===== config.mk =====
export PLATFORM = sky130hd
export DESIGN_NAME = uart_rx_byte
export DESIGN_NICKNAME = d
export VERILOG_FILES = /design/src/rtl/uart_rx_byte.sv
export SDC_FILE = /design/constraint.sdc
export NUM_CORES = 1
export LEC_CHECK = 0
export ABC_AREA = 1
export CORE_ASPECT_RATIO = 0.7
export CORE_MARGIN = 2
export CORE_UTILIZATION = 52
export CTS_BUF_LIST = sky130_fd_sc_hd__clkbuf_4
export CTS_CLUSTER_DIAMETER = 30
export CTS_CLUSTER_SIZE = 25
export DETAILED_ROUTE_END_ITERATION = 6
export PLACE_DENSITY = 0.7
export SKIP_CTS_REPAIR_TIMING = 1
export SYNTH_ARGS = -nofsm -noshare
export SYNTH_HDL_FRONTEND = slang
export SYNTH_SLANG_ARGS = --single-unit

===== constraint.sdc =====
create_clock -name clk -period 1.9 [get_ports clk]
set_input_delay 0.475 -clock clk [delete_from_list [all_inputs] [get_ports clk]]
set_output_delay 0.475 -clock clk [all_outputs]
set_load 0.01 [all_outputs]

===== src/rtl/uart_rx_byte.sv =====
// 8N1 serial receiver: two-flop synchroniser, centre sampling with start-glitch rejection,
// framing-error detection and a one-entry valid/ready holding register with overrun pulse.
module uart_rx_byte #(
    parameter int CLKS_PER_BIT = 434,
    parameter int HALF_BIT     = CLKS_PER_BIT / 2
) (
    input  logic       clk,
    input  logic       rst_n,
    input  logic       rxd,
    output logic [7:0] out_data,
    output logic       out_valid,
    input  logic       out_ready,
    output logic       busy,
    output logic       framing_err,
    output logic       overrun
);
    // state     | meaning
    // IDLE      | line idle, waiting for rxd_s low
    // START     | timing to start-bit centre, glitch check
    // DATA      | sampling 8 data bits, LSB first
    // STOP      | timing to stop-bit centre
    // WAIT_HIGH | stop bit was low; wait for line to return high
    typedef enum logic [2:0] {IDLE, START, DATA, STOP, WAIT_HIGH} state_t;

    localparam int CW = (CLKS_PER_BIT > 1) ? $clog2(CLKS_PER_BIT) : 1;
    localparam logic [CW-1:0] HALF_LOAD = CW'(HALF_BIT - 1);
    localparam logic [CW-1:0] BIT_LOAD  = CW'(CLKS_PER_BIT - 1);

    state_t      state, state_next;
    logic        sync1, rxd_s;
    logic [CW-1:0] cnt;
    logic [2:0]  bit_idx;
    logic [7:0]  shift;
    logic        tc, stop_ok, stop_bad;

    assign tc = (cnt == '0);

    always_comb begin
        state_next = state;
        stop_ok    = 1'b0;
        stop_bad   = 1'b0;
        case (state)
            IDLE:      if (!rxd_s) state_next = START;
            START:     if (tc) state_next = rxd_s ? IDLE : DATA;
            DATA:      if (tc && bit_idx == 3'd7) state_next = STOP;
            STOP: begin
                if (tc) begin
                    if (rxd_s) begin
                        state_next = IDLE;
                        stop_ok    = 1'b1;
                    end else begin
                        state_next = WAIT_HIGH;
                        stop_bad   = 1'b1;
                    end
                end
            end
            WAIT_HIGH: if (rxd_s) state_next = IDLE;
            default:   state_next = IDLE;
        endcase
    end

    always_ff @(posedge clk or negedge rst_n) begin
        if (!rst_n) begin
            sync1       <= 1'b1;
            rxd_s       <= 1'b1;
            state       <= IDLE;
            busy        <= 1'b0;
            cnt         <= '0;
            bit_idx     <= 3'd0;
            shift       <= 8'h00;
            out_data    <= 8'h00;
            out_valid   <= 1'b0;
            framing_err <= 1'b0;
            overrun     <= 1'b0;
        end else begin
            sync1 <= rxd;
            rxd_s <= sync1;
            state <= state_next;
            busy  <= (state_next != IDLE);

            // Down-counter reloads at every sample point, so it never wraps.
            case (state)
                IDLE: if (!rxd_s) cnt <= HALF_LOAD;
                START, DATA, STOP: cnt <= tc ? BIT_LOAD : cnt - CW'(1);
                default: cnt <= cnt;
            endcase

            if (state == START && tc) bit_idx <= 3'd0;
            if (state == DATA && tc) begin
                shift   <= {rxd_s, shift[7:1]};
                bit_idx <= bit_idx + 3'd1;
            end

            framing_err <= stop_bad;
            overrun     <= stop_ok && out_valid && !out_ready;

            if (stop_ok && (!out_valid || out_ready)) begin
                out_data  <= shift;
                out_valid <= 1'b1;
            end else if (out_valid && out_ready) begin
                out_valid <= 1'b0;
            end
        end
    end
endmodule


==> results by group, run 1 <==
Power and ir drop
  • Peak VDD IR: 539 uV
  • P per Cell Area: 705 mW/mm^2
  • Leakage: 1.04 nW
  • Final Power: 1.49 mW

Placement
  • Placed instance count: 267
  • Port bufs: 15
  • Place WS: 0.202 ns
  • HPWL Detailed: 2480 um
  • Routability cong.: 0.820

Floorplan
  • Core area: 0.00325 mm^2
  • Die height: 53.5 um
  • Starting Density: 55.9%
  • Ports: 16
  • Die Wd: 74.7 um
  • Die area: 0.00400 mm^2
  • FP Rows: 17

GRT
  • Grt ovf: 0
  • First-pass GRT wire length: 5750 um
  • GR Util met1: 26.8%
  • Antenna violations before repair: 0
  • Grt met2 use: 30.8%
  • Grt met3 use: 5.14%
  • Pin count of the biggest net entering global routing: 19
  • Vias in the first global route: 1280
  • Global-route usage over all layers: 19.9%
  • Top Usage Layer GRT: met2

Synthesis
  • Cell Area, Synth: 0.00182 mm^2
  • Sequential share of the synthesized area: 51.0%
  • Mapped Cells: 206
  • Yosys reg bits: 37
  • Count leader, synth: nand2_1
  • Asr flop ratio synth: 100%
  • Post-synth top cells: nand2_1, dfrtp_1, inv_1
  • Unique masters post-synth: 26
  • Synth top area cells: dfrtp_1, nand2_1, inv_1
  • Share of the synthesized area in the top cell type: 48.1%
  • Post-synth EDFFs: 0
  • Largest area contributor in the netlist: dfrtp_1
  • Synth Flop Type: dfrtp_1
  • Ys Warns: 0
  • Mean post-synth cell area: 8.83 um^2
  • Post-Syn Nets: 214

Clock network
  • Clock Path Buffers: 2
  • H-Tree Depth: 2
  • Num CTS Buffers: 5
  • Clk slew on worst S/H paths: 0.11 ns
  • Root buf cell: clkbuf_4
  • Worst skew pair latency: 0.33 ns
  • TritonCTS clock tree: done
  • Sink Count: 37

Detailed routing
  • Drt drc: 0
  • Routed len/inst: 11.9 um
  • Final wirelength: 3290 um
  • DR iter-0 viols: 112
  • Via density: 4.87
  • First-pass DRT Iterations: 4
  • Total number of vias: 1340
  • Detail Route Antenna Nets: 0

STA
  • Final Hold Vio Count: 0
  • Setup TNS: 0 ns
  • Tightest Pin Transition: 0.347 ns
  • Final worst slack: 0.141 ns
  • Final Cycle Share: 92.6%
  • Achievable Freq: 568 MHz
  • Clock skew: 0.00590 ns
  • Slew Viols, Final: 0
  • Slew headroom: 76.8%
  • Setup violators final: 0
  • Post-layout min period: 1.76 ns
  • RSZ-0062 raised after global routing: no

Layout
  • Finished Layout Cells: 275
  • N_diodes: 0
  • Nets@finish: 235
  • Syn-to-layout area delta: 16.1%
  • Fill count: 265
  • Share of cells above drive strength 1: 17.1%
  • Final Core Density: 64.9%

Job
  • Max-Cap Viols: 0

Worst setup path
  • Worst path top cell family by delay: buffers and inverters
  • CP bufs+invs: 1
  • CP peak stage delay: 0.55 ns
  • Crit-path max FO: 2
  • Crit path cell chain: clkdlybuf4s50_1
  • Crit. End Element: output pin
  • Slowest cell on crit path: clkdlybuf4s50_1
  • Internal reg-to-reg setup slack: 0.21 ns
  • Required time worst endpoint: 1.42 ns
  • Crit path DAT: 1.28 ns
  • Critical path class: register to output pin
  • Startpoint types: register

Hold path
  • Worst hold path class: register to register

Outcome
  • Outcome: completed
cells by family after synthesis:
group,after synthesis,synth area share [%]
AOI/OAI and AO/OA,30,10.2
and+or+nand+nor,96,26.2
DFF,37,51.0
adders and majority gates,4,2.75
xor gates and xnor gates,2,0.963
buffers and inverters,37,8.87
per-stage QoR:
stage | cell area [um^2] | hold WS (ns)
after floorplan | 1820 | 0.179
after global placement | 2010 | 0.350
after detailed placement | 2010 | 0.347
after CTS | 2110 | 0.367
after global routing | 2110 | 0.373
final | 2110 | 0.365
layer usage:
layer / routed length [um] / vias up
met1: 1670 / 626
li1: - / 686
met2: 1470 / 24
met5: 0 / -
met4: 31 / 0
met3: 117 / 4
layout make-up:
cell class / instances / area (um^2) / share of cell area (%)
tap: 47 / 58.8 / 2.78
clock inverter: 3 / 65.1 / 3.08
inverter: 34 / 128 / 6.04
sequential: 37 / 928 / 44.0
multi-input combinational: 132 / 729 / 34.5
timing repair buffer: 17 / 165 / 7.82
clock buffer: 5 / 37.5 / 1.78
registers in the layout, indices dropped and copies added, names as in the netlist:
register / cells
bit_idx: 3
busy: 1
cnt: 9
framing_err: 1
out_data: 8
out_valid: 1
overrun: 1
rxd_s: 1
shift: 8
state: 3
sync1: 1
power breakdown:
| part | switching (mW) | total [mW] | internal (mW) |
|---|---|---|---|
| Combinational | 0.0177 | 0.0261 | 0.00844 |
| Sequential | 0.00200 | 0.793 | 0.791 |
| Clock | 0.261 | 0.669 | 0.407 |
| Total | 0.281 | 1.49 | 1.21 |
path summary, 6_finish.rpt:
check	startpoint	to	depth (start not counted)
min reg2reg	sync1	rxd_s	0
max	out_data[6]	out_data[6]	1
max reg2reg	cnt[0]	out_data[1]	7
min in group asynchronous	rst_n	cnt[6]	1
min	sync1	rxd_s	0
max in group asynchronous	rst_n	out_data[2]	2
layout by cell type (no fill, tap or decap), drive strengths merged, types with 2 or more instances in the layout:
| master | n |
|---|---|
| ha | 4 |
| dfrtp | 35 |
| buf | 2 |
| nand3 | 14 |
| nand4 | 2 |
| a21oi | 3 |
| o21ai | 24 |
| clkbuf | 5 |
| nand2 | 55 |
| bufinv | 2 |
| clkdlybuf4s50 | 15 |
| inv | 34 |
| o22ai | 2 |
| dfstp | 2 |
| nor2 | 24 |
Note: power is estimated with default switching activity, not from simulation.
==> run 2: changes to the inputs <==
--- a/config.mk
+++ b/config.mk
@@ -13,6 +13,7 @@
 export CTS_CLUSTER_DIAMETER = 30
 export CTS_CLUSTER_SIZE = 25
 export DETAILED_ROUTE_END_ITERATION = 6
+export HOLD_SLACK_MARGIN = 0.03
 export PLACE_DENSITY = 0.7
 export SKIP_CTS_REPAIR_TIMING = 1
 export SYNTH_ARGS = -nofsm -noshare
==> results of run 2 <==
The final DEF is identical to that of run 1; final timing and power are the same.
==> run 3: changes to the inputs <==
--- a/config.mk
+++ b/config.mk
@@ -8,13 +8,13 @@
 export ABC_AREA = 1
 export CORE_ASPECT_RATIO = 0.7
 export CORE_MARGIN = 2
-export CORE_UTILIZATION = 52
+export CORE_UTILIZATION = 59
 export CTS_BUF_LIST = sky130_fd_sc_hd__clkbuf_4
 export CTS_CLUSTER_DIAMETER = 30
 export CTS_CLUSTER_SIZE = 25
 export DETAILED_ROUTE_END_ITERATION = 6
 export HOLD_SLACK_MARGIN = 0.03
-export PLACE_DENSITY = 0.7
+export PLACE_DENSITY = 0.78
 export SKIP_CTS_REPAIR_TIMING = 1
 export SYNTH_ARGS = -nofsm -noshare
 export SYNTH_HDL_FRONTEND = slang
==> run 3 against run 2 <==
Net effect:
- die area decreased by 11%
- final area decreased by 3.5%
- clock power decreased by 41%
- flip-flop and latch count unchanged
- setup slack improved by 0.019 ns
- final cell count decreased by 4.4%
- hold slack got worse by 0.0014 ns
- global-route usage increased by 2.4 points
- sequential power about the same
- power decreased by 19%
- first-iteration DRC count decreased by 39%
- register-to-register slack improved by 0.02 ns
- critical endpoint is now out_valid
==> results by group, run 3 (same netlist as run 1, synthesis figures left out) <==
Floorplan
  • Die height: 50.5 um (-5.7%)
  • Starting Density: 63.5% (+7.6 points)
  • FP Rows: 16 (-1)
  • Core area: 0.00286 mm^2 (-12%)
  • Die Wd: 70.4 um (-5.8%)
  • Ports: 16 (unchanged)
  • Die area: 0.00355 mm^2 (-11%)

STA
  • Achievable Freq: 575 MHz (+1.1%)
  • Final Cycle Share: 91.6% (-1.0 points)
  • Final Hold Vio Count: 0 (unchanged)
  • Setup TNS: 0 ns (unchanged)
  • Tightest Pin Transition: 0.452 ns (+0.105 ns)
  • Clock skew: 0.00705 ns (+0.00115 ns)
  • Slew Viols, Final: 0 (unchanged)
  • Post-layout min period: 1.74 ns (-0.0191 ns)
  • Setup violators final: 0 (unchanged)
  • RSZ-0062 raised after global routing: no
  • Slew headroom: 69.9% (-6.9 points)

Worst setup path
  • Crit. End Element: output pin
  • Required time worst endpoint: 1.42 ns (about the same)
  • Crit path cell chain: clkdlybuf4s50_1
  • CP endpoint: out_valid
  • CP bufs+invs: 1 (unchanged)
  • FF-to-FF Start: cnt[0]
  • Internal reg-to-reg setup slack: 0.23 ns (+0.02 ns)
  • Critical path class: register to output pin
  • WP depth: 1 (unchanged)
  • Worst r2r dst: busy
  • FF-to-FF path depth: 8 (+1)
  • Crit path DAT: 1.27 ns (about the same)
  • Crit-path max FO: 2 (unchanged)
  • Worst path top cell family by delay: buffers and inverters
  • Slowest cell on crit path: clkdlybuf4s50_1
  • Startpoint types: register
  • Crit. Startpoint: out_valid
  • CP peak stage delay: 0.54 ns (about the same)

Job
  • Max-Cap Viols: 0 (unchanged)

Layout
  • Nets@finish: 234 (-0.43%)
  • Top reg by flops: cnt
  • Max FFs per register: 9 (unchanged)
  • Share of cells above drive strength 1: 15.9% (-1.2 points)
  • Finished Layout Cells: 263 (-4.4%)
  • N_diodes: 0 (unchanged)
  • Fill count: 226 (-15%)
  • Commonest non-fill, non-tap cell in the layout: nand2_1
  • Most frequent cells in the layout: nand2_1, dfrtp_1, inv_1
  • Largest regs: cnt: 9 flops, out_data: 8 flops, shift: 8 flops
  • Syn-to-layout area delta: 12.0%

Hold path
  • Worst hold path class: register to register

Placement
  • Routability cong.: 0.858 (+4.6%)
  • HPWL Detailed: 2530 um (+2.0%)
  • Placed instance count: 255 (-4.5%)
  • Port bufs: 15 (unchanged)

Power and ir drop
  • Peak VDD IR: 520 uV (-3.7%)
  • Leakage: 1.01 nW (-2.9%)
  • P per Cell Area: 595 mW/mm^2 (-16%)

Clock network
  • Sink Count: 37 (unchanged)
  • Root buf cell: clkbuf_4
  • H-Tree Depth: 2 (unchanged)
  • TritonCTS clock tree: done
  • Worst skew pair latency: 0.35 ns (+0.02 ns)
  • Num CTS Buffers: 5 (unchanged)
  • Clock Path Buffers: 2 (unchanged)
  • Clk slew on worst S/H paths: 0.11 ns (about the same)

GRT
  • GR Util met1: 29.3% (+2.5 points)
  • Antenna violations before repair: 0 (unchanged)
  • Grt met2 use: 35.7% (+4.9 points)
  • Grt met3 use: 5.62% (+0.48 points)
  • First-pass GRT wire length: 5990 um (+4.2%)
  • Vias in the first global route: 1305 (+2.0%)
  • Top Usage Layer GRT: met2
  • Pin count of the biggest net entering global routing: 38 (+19)
  • Global-route usage over all layers: 22.3% (+2.4 points)
  • Grt ovf: 0 (unchanged)

Detailed routing
  • Routed len/inst: 12.9 um (+7.9%)
  • Final wirelength: 3390 um (+3.2%)
  • DR iter-0 viols: 68 (-39%)
  • Via density: 5.33 (+9.5%)
  • First-pass DRT Iterations: 4 (unchanged)
  • Drt drc: 0 (unchanged)
  • Detail Route Antenna Nets: 0 (unchanged)
  • Total number of vias: 1403 (+4.7%)

Outcome
  • Outcome: completed
==> run 3: changes by cell type in the layout (fill, tap and decap cells not counted), sizes merged <==
cell	change
bufinv	-2
clkinv	+2
buf	-1
==> run 3: report_power, final <==
group | switching [mW] | leakage [nW] | internal, mW
combinational | 0.0176 | 0.493 | 0.00710
clock | 0.262 | 0.0300 | 0.134
sequential | 0.00161 | 0.487 | 0.791
==> run 3: area by class of cell <==
| class | count | area [um^2] | share of cell area [%] |
|---|---|---|---|
| tap | 36 | 45.0 | 2.21 |
| clock inverter | 3 | 12.5 | 0.614 |
| timing repair buffer | 16 | 158 | 7.73 |
| clock buffer | 5 | 37.5 | 1.84 |
| inverter | 34 | 128 | 6.26 |
| sequential | 37 | 928 | 45.5 |
| multi-input combinational | 132 | 729 | 35.8 |
==> run 3: worst register-to-register path, delay by kind of cell, from the launching register on <==
kind | cells | cell delay (ns)
and+or+nand+nor | 6 | 0.84
DFF | 1 | 0.38
adders and majority gates | 1 | 0.24
buffers and inverters | 1 | 0.16
==> run 3: how the worst min path moves through the flow <==
| stage | slack [ns] | to | from | cells after the start |
|---|---|---|---|---|
| 6_report | 0.36 | rxd_s | sync1 | 0 |
| 5_1_grt | 0.37 | rxd_s | sync1 | 0 |
| 4_1_cts | 0.37 | rxd_s | sync1 | 0 |
| 3_5_place_dp | 0.35 | rxd_s | sync1 | 0 |
| 3_3_place_gp | 0.35 | rxd_s | sync1 | 0 |
| 2_1_floorplan | 0.18 | bit_idx[0] | rst_n | 0 |
==> run 3: through the flow <==
stage / util [%] / hold WS, ns / total power [mW] / instance area (um^2) / setup WS [ns]
final: 71.2 / 0.363 / 1.21 / 2040 / 0.160
after global routing: 71.2 / 0.371 / 1.26 / 2040 / 0.0395
after CTS: 71.2 / 0.367 / 1.22 / 2040 / 0.143
after detailed placement: 69.4 / 0.348 / 0.834 / 1990 / 0.224
after global placement: 69.4 / 0.347 / 0.833 / 1990 / 0.277
after floorplan: - / 0.179 / 0.810 / 1820 / 0.476
==> run 3: routing by layer <==
layer / wire [um] / vias to the layer above / share of wire (%)
met5: 0 / - / 0
met2: 1570 / 39 / 46
met1: 1560 / 673 / 46
li1: - / 684 / -
met4: 53 / 0 / 1.6
met3: 210 / 7 / 6.2
